File: config.mk
export PLATFORM = sky130hd
export DESIGN_NAME = fetch_unit
export DESIGN_NICKNAME = d
export VERILOG_FILES = /design/src/rtl/fetch_pkg.sv /design/src/rtl/pc_inc.sv /design/src/rtl/fetch_unit.sv
export SDC_FILE = /design/constraint.sdc
export NUM_CORES = 1
export LEC_CHECK = 0
export ABC_AREA = 1
export BUFFER_PORTS_ARGS = -buffer_cell sky130_fd_sc_hd__clkbuf_2
export CORE_UTILIZATION = 51
export DETAILED_ROUTE_END_ITERATION = 7
export GPL_ROUTABILITY_DRIVEN = 0
export PLACE_DENSITY_LB_ADDON = 0.08
export SYNTH_ARGS = -nofsm -noshare
export SYNTH_HDL_FRONTEND = slang
export SYNTH_SLANG_ARGS = --single-unit
File: constraint.sdc
create_clock -name clk -period 2.5 [get_ports clk]
set_input_delay 0.25 -clock clk [delete_from_list [all_inputs] [get_ports clk]]
set_output_delay 0.25 -clock clk [all_outputs]
set_load 0.02 [all_outputs]
File: src/rtl/fetch_pkg.sv
// Shared definitions for the instruction fetch unit: FSM state encoding,
// default reset address and the memory-timeout limit.
package fetch_pkg;

    typedef enum logic [2:0] {
        ST_BOOT  = 3'd0,
        ST_REQ   = 3'd1,
        ST_FLUSH = 3'd2,
        ST_VALID = 3'd3,
        ST_FAULT = 3'd4
    } fetch_state_t;

    localparam logic [31:0] DEFAULT_RESET_PC = 32'h0000_0000;
    localparam int unsigned TIMEOUT_CYCLES   = 16;
    localparam int unsigned TMO_CNT_W        = $clog2(TIMEOUT_CYCLES);

    function automatic logic [31:0] word_align(input logic [31:0] addr);
        return addr & ~32'h3;
    endfunction

endpackage

File: src/rtl/pc_inc.sv
// 32-bit program-counter incrementer; wraps modulo 2^32.
module pc_inc (
    input  logic [31:0] i_pc,
    output logic [31:0] o_pc_plus4
);

    assign o_pc_plus4 = i_pc + 32'd4;

endmodule

File: src/rtl/fetch_unit.sv
// Single-outstanding-request instruction fetch unit with redirect handling.
// Optional memory-timeout fault logic is enabled by defining FETCH_TIMEOUT_EN.
module fetch_unit
    import fetch_pkg::*;
#(
    parameter logic [31:0] RESET_PC = DEFAULT_RESET_PC
) (
    input  logic        clk,
    input  logic        rst_n,
    output logic        imem_req,
    output logic [31:0] imem_addr,
    input  logic        imem_ack,
    input  logic [31:0] imem_rdata,
    output logic [31:0] instr,
    output logic        instr_valid,
    input  logic        instr_ready,
    output logic [31:0] pc_out,
    output logic [31:0] pc_plus4,
`ifdef FETCH_TIMEOUT_EN
    output logic        fetch_fault,
`endif
    input  logic        redirect,
    input  logic [31:0] redirect_target
);

    fetch_state_t r_state;
    logic [31:0]  r_pc;
    logic [31:0]  r_target;
    logic [31:0]  r_instr;
    logic         r_instr_valid;
    logic         r_imem_req;
    logic [31:0]  w_pc_next4;
    logic [31:0]  w_redirect_pc;

    assign w_redirect_pc = word_align(redirect_target);

    pc_inc u_pc_inc (
        .i_pc       (r_pc),
        .o_pc_plus4 (w_pc_next4)
    );

    // r_pc doubles as the request address: in FLUSH it still holds the
    // abandoned address while the new target waits in r_target.
    assign imem_req    = r_imem_req;
    assign imem_addr   = r_pc;
    assign instr       = r_instr;
    assign instr_valid = r_instr_valid;
    assign pc_out      = r_pc;
    assign pc_plus4    = w_pc_next4;

`ifdef FETCH_TIMEOUT_EN
    logic [TMO_CNT_W-1:0] r_tmo_cnt;
    logic                 r_fault;
    logic                 w_tmo_expired;
    logic                 w_tmo_wait;
    logic                 w_tmo_hit;

    // A cycle counts toward the timeout only if the FSM stays put waiting.
    assign w_tmo_wait    = ((r_state == ST_REQ) && !redirect) || (r_state == ST_FLUSH);
    assign w_tmo_expired = (r_tmo_cnt == TMO_CNT_W'(TIMEOUT_CYCLES - 1));
    assign w_tmo_hit     = w_tmo_wait && !imem_ack && w_tmo_expired;
    assign fetch_fault   = r_fault;

    always_ff @(posedge clk) begin
        if (!rst_n) begin
            r_tmo_cnt <= '0;
            r_fault   <= 1'b0;
        end else begin
            if (w_tmo_wait && !imem_ack && !w_tmo_expired) begin
                r_tmo_cnt <= r_tmo_cnt + 1'b1;
            end else begin
                r_tmo_cnt <= '0;
            end
            if (w_tmo_hit) begin
                r_fault <= 1'b1;
            end
        end
    end
`endif

    always_ff @(posedge clk) begin
        if (!rst_n) begin
            r_state       <= ST_BOOT;
            r_pc          <= RESET_PC;
            r_target      <= RESET_PC;
            r_instr       <= '0;
            r_instr_valid <= 1'b0;
            r_imem_req    <= 1'b0;
        end else begin
            case (r_state)
                ST_BOOT: begin
                    r_state    <= ST_REQ;
                    r_imem_req <= 1'b1;
                end
                ST_REQ: begin
                    if (redirect) begin
                        if (imem_ack) begin
                            r_pc <= w_redirect_pc;
                        end else begin
                            r_target <= w_redirect_pc;
                            r_state  <= ST_FLUSH;
                        end
                    end else if (imem_ack) begin
                        r_instr       <= imem_rdata;
                        r_instr_valid <= 1'b1;
                        r_imem_req    <= 1'b0;
                        r_state       <= ST_VALID;
                    end
`ifdef FETCH_TIMEOUT_EN
                    else if (w_tmo_hit) begin
                        r_imem_req <= 1'b0;
                        r_state    <= ST_FAULT;
                    end
`endif
                end
                ST_FLUSH: begin
                    if (redirect) begin
                        r_target <= w_redirect_pc;
                    end
                    if (imem_ack) begin
                        r_pc    <= redirect ? w_redirect_pc : r_target;
                        r_state <= ST_REQ;
                    end
`ifdef FETCH_TIMEOUT_EN
                    else if (w_tmo_hit) begin
                        r_imem_req <= 1'b0;
                        r_state    <= ST_FAULT;
                    end
`endif
                end
                ST_VALID: begin
                    if (redirect) begin
                        r_instr       <= '0;
                        r_instr_valid <= 1'b0;
                        r_pc          <= w_redirect_pc;
                        r_imem_req    <= 1'b1;
                        r_state       <= ST_REQ;
                    end else if (instr_ready) begin
                        r_instr_valid <= 1'b0;
                        r_pc          <= w_pc_next4;
                        r_imem_req    <= 1'b1;
                        r_state       <= ST_REQ;
                    end
                end
`ifdef FETCH_TIMEOUT_EN
                ST_FAULT: begin
                    r_imem_req    <= 1'b0;
                    r_instr_valid <= 1'b0;
                end
`endif
                default: begin
                    r_state       <= ST_BOOT;
                    r_imem_req    <= 1'b0;
                    r_instr_valid <= 1'b0;
                end
            endcase
        end
    end

endmodule

==> flow_summary.yaml, run 1 <==
global_routing:
  grt_pass1_wl_mm: 25.7
  antenna_found_initial: 0
  grt_pass1_vias: 5172
  grt_usage_pct: 27.3
  grt_overflow_total: 0
  grt_max_degree: 62
sta:
  finalCriticalPeriod_ns: 2.38
  finalSetupViolCount: 0
  final.setup.tns_ns: 0
  final.period_utilization_pct: 95.1
  worst_pin_slew_ns: 0.668
  finalHoldViolations: 0
  timing.fmax_mhz: 420
  slew_violations: 0
  slew_headroom_pct: 55.5
  clock-skew-final_ns: 0.00769
  rsz0062_at_grt: "false"
setup_path:
  rr_startpoint: "r_state[0]"
  path_cells: "ha_1 -> nand3_2 -> nor2_2 -> nand3_2 -> nor2_1 -> nand2_1 -> and2_1 -> clkbuf_2"
  crit_start: "imem_addr[3]"
  critical_path_required_ns: 2.25
  crit_slowest_cell: "dfxtp_1"
  rr_worst_depth: 10
  arrival_ns: 2.13
  critical_path.endpoint: "pc_plus4[24]"
  crit_type: "reg2out"
  slowest_delay_ns: 0.44
  r2r_setup_slack_ns: 0.31
  cp.depth: 8
  end_kind: "primary output"
  cp-start-kind: "flop"
  r2r-end: "imem_addr[24]"
  critical_path.most_common_cell: "nand3_2"
  cp_max_fo: 5
  path_buf_inv: 1
  critPathTopFamily: "simple AND/OR/NAND/NOR gates"
logic_synthesis:
  synth.most_common_cell: "nand2_1"
  synth.area.top_cells: "dfxtp_1 (34%), nand2_1 (16%), a21oi_1 (14%)"
  synth_cell_types: 37
  synth_edf_count: 0
  ys_seq_area_share_pct: 33.7
  syn_avg_cell_area_um2: 6.79
  synth_nets: 949
  synth_top_cell_area_share_pct: 33.7
  netlist_area_mm2: 0.00593
  synth_top_area_cell: "dfxtp_1"
  yosys-top-cells-count: "nand2_1 (254), a21oi_1 (168), dfxtp_1 (100)"
  ys_ff_latch: 100
  ys_warn_count: 0
  netlist_instances: 873
  synth_flop_cell: "dfxtp_1"
  synthArstFlopShare_pct: 0
die:
  dieArea_mm2: 0.0121
  fp.dieW_um: 110
  fp.dieH_um: 110
  initial_core_util_pct: 52.2
  num_rows: 39
  coreArea_mm2: 0.0114
  pin_count: 199
routing:
  route.vias.total: 6213
  initialDrtViolationCount: 459
  routed_wirelength_mm: 16.8
  postRouteAntennaNets: 0
  dr.pass1.iters: 6
  drcViolationCount: 0
  routedWlPerCell_um: 14.6
  vias_per_cell: 5.37
place:
  port_buffers: 196
  hpwl_mm: 11.6
final_layout:
  final_nets: 1085
  fillers: 1111
  final_layout_size_suffix_gt1_share_pct: 26.8
  multi_input_area_mm2: 0.00331
  seq_area_mm2: 0.00200
  syn_to_final_growth_pct: 19.0
  diodes: 0
power_and_ir_drop:
  peakVddDrop_v: 0.000508
  power.density_mw_per_mm2: 901
  power_leakage_nw: 3.17
  total_power_w: 0.00636
cts:
  clk_latency_ns: 0.35
  path_clk_slew_ns: 0.07
  root_buffer: "clkbuf_16"
  cts_hold_buf: 0
  htreeDepth: 3
  cts_buffers: 9
  cts_sinks: 100
  cts_tree: "yes"
  clk_path_buf_depth: 2
run:
  maxCapViolCount: 0
hold_path:
  min_path_type: "in2reg"
outcome:
  run_status: "finished clean"
==> registers in the layout, summed over array words and instances (netlist names) <==
register / cells
r_target: 32
r_state: 2
imem_req: 1
imem_addr: 32
instr: 32
instr_valid: 1
==> cell families after synthesis <==
group / after synthesis / synth area share (%)
flops: 100 / 33.7
buf+inv: 117 / 10.7
xor+xnor: 16 / 3.50
compound gates: 263 / 23.5
simple gates: 370 / 27.2
fa+ha+maj: 7 / 1.48
==> stage by stage <==
stage	hold slack [ns]	setup slack (ns)	instance area, um^2	cells	util [%]
3_3_place_gp	0.449	0.308	6730	1141	59.2
5_1_grt	0.147	0.00642	7060	1157	62.1
3_5_place_dp	0.453	0.270	6730	1141	59.2
4_1_cts	0.141	0.0498	7050	1157	62.0
6_report	0.149	0.121	7060	1157	62.1
2_1_floorplan	0.409	0.632	5930	873	-
==> layout by cell type (no fill, tap or decap), types with 7 or more instances in the layout <==
cell type and n:
nand2_1 254, clkbuf_2 196, a21oi_1 168, dfxtp_1 100, o21ai_0 65, nand3_1 42
nor2_1 36, inv_1 23, a211oi_1 19, buf_4 13, clkbuf_16 9, nor2_2 7
nand2_2 7, nor2_4 7, xor2_2 7, ha_1 7
==> routing by layer <==
metal / track usage, % / vias to the layer above / wire length, um
met5: 0 / - / 0
met4: 9.81 / 0 / 276
met3: 3.97 / 25 / 1000
met2: 43.4 / 225 / 7890
met1: 37.6 / 2803 / 7670
li1: - / 3160 / -
==> report_power, final <==
part	internal, W	switching [W]	leakage (nW)
combinational	0.000835	0.00175	2.19
clock	0.000883	0.000633	0.156
sequential	0.00190	0.000360	0.820
==> area by class of cell <==
class / count / area share [%]
Multi-Input combinational cell: 656 / 46.9
Sequential cell: 100 / 28.4
Timing Repair Buffer: 211 / 15.8
Clock buffer: 9 / 3.19
Tap cell: 143 / 2.54
Inverter: 31 / 1.76
Clock inverter: 7 / 1.40
==> worst register-to-register path, delay by kind of cell (launching register included) <==
| kind | cells | cell delay (ns) |
|---|---|---|
| AND/OR/NAND/NOR | 4 | 0.64 |
| AO/OA/AOI/OAI | 2 | 0.36 |
| adder cells (fa/ha/maj) | 1 | 0.30 |
| buffers and inverters | 3 | 0.37 |
| flip-flops | 1 | 0.40 |
==> how the worst min path moves through the flow <==
stage,startpoint,end,slack (ns),depth (start not counted)
detailed placement,r_target[0],r_target[0],0.45,2
global placement,r_target[1],r_target[1],0.45,2
CTS,imem_rdata[23],instr[23],0.14,3
floorplan,redirect_target[3],imem_addr[3],0.41,2
global route,imem_rdata[2],instr[2],0.15,3
finish,imem_rdata[4],instr[4],0.15,3
==> what timing repair did <==
action | in CTS | in global routing
setup buffers | 0 | 0
resized for setup | 0 | 3
endpoints found under the setup margin | 0 | 4
(Power assumes the default switching activity.)
==> run 2: changes to the inputs <==
--- a/config.mk
+++ b/config.mk
@@ -7,7 +7,7 @@
 export LEC_CHECK = 0
 export ABC_AREA = 1
 export BUFFER_PORTS_ARGS = -buffer_cell sky130_fd_sc_hd__clkbuf_2
-export CORE_UTILIZATION = 51
+export CORE_UTILIZATION = 50
 export DETAILED_ROUTE_END_ITERATION = 7
 export GPL_ROUTABILITY_DRIVEN = 0
 export PLACE_DENSITY_LB_ADDON = 0.08
==> flow_summary.yaml, run 2 (synthesized netlist as in run 1, its figures left out) <==
routing:
  route.vias.total: 6218
  routedWlPerCell_um: 14.6
  vias_per_cell: 5.38
  dr.pass1.iters: 5
  postRouteAntennaNets: 0
  drcViolationCount: 0
  routed_wirelength_mm: 16.9
  initialDrtViolationCount: 572
sta:
  fin_ws_ns: 0.110
  final.period_utilization_pct: 95.6
  clock-skew-final_ns: 0.00493
  finalSetupViolCount: 0
  finalCriticalPeriod_ns: 2.39
  worst_pin_slew_ns: 0.711
  finalHoldViolations: 0
  timing.fmax_mhz: 418
  final.setup.tns_ns: 0
  rsz0062_at_grt: "false"
  slew_violations: 0
  slew_headroom_pct: 52.4
die:
  fp.dieW_um: 111
  fp.dieH_um: 111
  num_rows: 39
  coreArea_mm2: 0.0115
  pin_count: 199
  dieArea_mm2: 0.0123
  initial_core_util_pct: 51.7
global_routing:
  grt_pass1_vias: 5389
  grt_overflow_total: 0
  antenna_found_initial: 0
  grt_usage_pct: 27.4
  grt_pass1_wl_mm: 27.3
  grt_max_degree: 62
setup_path:
  end_kind: "primary output"
  rr_startpoint: "r_state[0]"
  cp-start-kind: "flop"
  critical_path_required_ns: 2.25
  crit_type: "reg2out"
  rr_worst_depth: 10
  arrival_ns: 2.14
  r2r_setup_slack_ns: 0.31
  cp_max_fo: 5
  critical_path.endpoint: "pc_plus4[24]"
  r2r-end: "imem_addr[12]"
  crit_start: "imem_addr[3]"
place:
  hpwl_mm: 11.5
  port_buffers: 196
  dp_slack_ns: 0.341
hold_path:
  min_path_type: "in2reg"
cts:
  post_cts_buffers: 0
  root_buffer: "clkbuf_16"
  path_clk_slew_ns: 0.07
  cts_buffers: 9
  cts_hold_buf: 0
  cts_resized: 0
  clk_latency_ns: 0.36
  htreeDepth: 3
  cts_sinks: 100
  cts_tree: "yes"
  clk_path_buf_depth: 2
final_layout:
  final_layout_size_suffix_gt1_share_pct: 26.8
  layout_common_cells: "nand2_1 (254), clkbuf_2 (196), a21oi_1 (168), dfxtp_1 (100), o21ai_0 (65)"
  syn_to_final_growth_pct: 19.2
  diodes: 0
  final_common_cell: "nand2_1"
  final_nets: 1084
  fillers: 1086
run:
  maxCapViolCount: 0
power_and_ir_drop:
  power_leakage_nw: 3.17
  peakVddDrop_v: 0.000626
  power.density_mw_per_mm2: 916
outcome:
  run_status: "finished clean"
-- run 2: metrics by stage --
step	util [%]	hold WS (ns)	total power (W)	instances	instance area [um^2]
3_3_place_gp	58.6	0.450	0.00485	1140	6720
2_1_floorplan	-	0.409	0.00415	873	5930
6_report	61.7	0.134	0.00648	1156	7070
3_5_place_dp	58.6	0.456	0.00486	1140	6720
4_1_cts	61.6	0.125	0.00650	1156	7070
5_1_grt	61.7	0.129	0.00683	1156	7070
-- run 2: how the worst min path moves through the flow --
stage,startpoint,endpoint,slack [ns],cells past startpoint
2_1_floorplan,redirect_target[3],imem_addr[3],0.41,2
3_3_place_gp,r_target[0],r_target[0],0.45,2
3_5_place_dp,instr[14],instr[14],0.46,2
4_1_cts,imem_rdata[28],instr[28],0.12,3
5_1_grt,imem_rdata[30],instr[30],0.13,3
6_report,imem_rdata[26],instr[26],0.13,3
-- run 2: final cells by class --
cell class              instances  area (um^2)  area share [%]
multi-input cells             656         3310            46.8
inverters                      31          121            1.72
flip-flops and latches        100         2000            28.3
well taps                     143          179            2.53
repair buffers                210         1110            15.7
clock inverters                 7          123            1.73
clock buffers                   9          225            3.18
-- run 2: report_power, final --
group          switching [W]  total, W  leakage [nW]  internal (W)
registers           0.000356   0.00226         0.820       0.00190
clock network       0.000656   0.00164         0.162      0.000984
logic                0.00176   0.00258          2.19      0.000823
total                0.00277   0.00648          3.17       0.00371
-- run 2: critical path, stage by stage (launching register included) --
cell      delay [ns]
dfxtp_1         0.45
ha_1            0.27
nand3_2         0.17
nor2_2          0.19
nand3_2         0.16
o21ai_1         0.19
and2_1          0.17
clkbuf_2        0.18
-- run 2: metal layers --
metal	vias up	share of wire [%]	track usage [%]
met3	25	6.7	5.80
li1	3146	-	-
met2	248	46	43.3
met5	-	0	0
met1	2799	46	38.4
met4	0	1.5	6.22
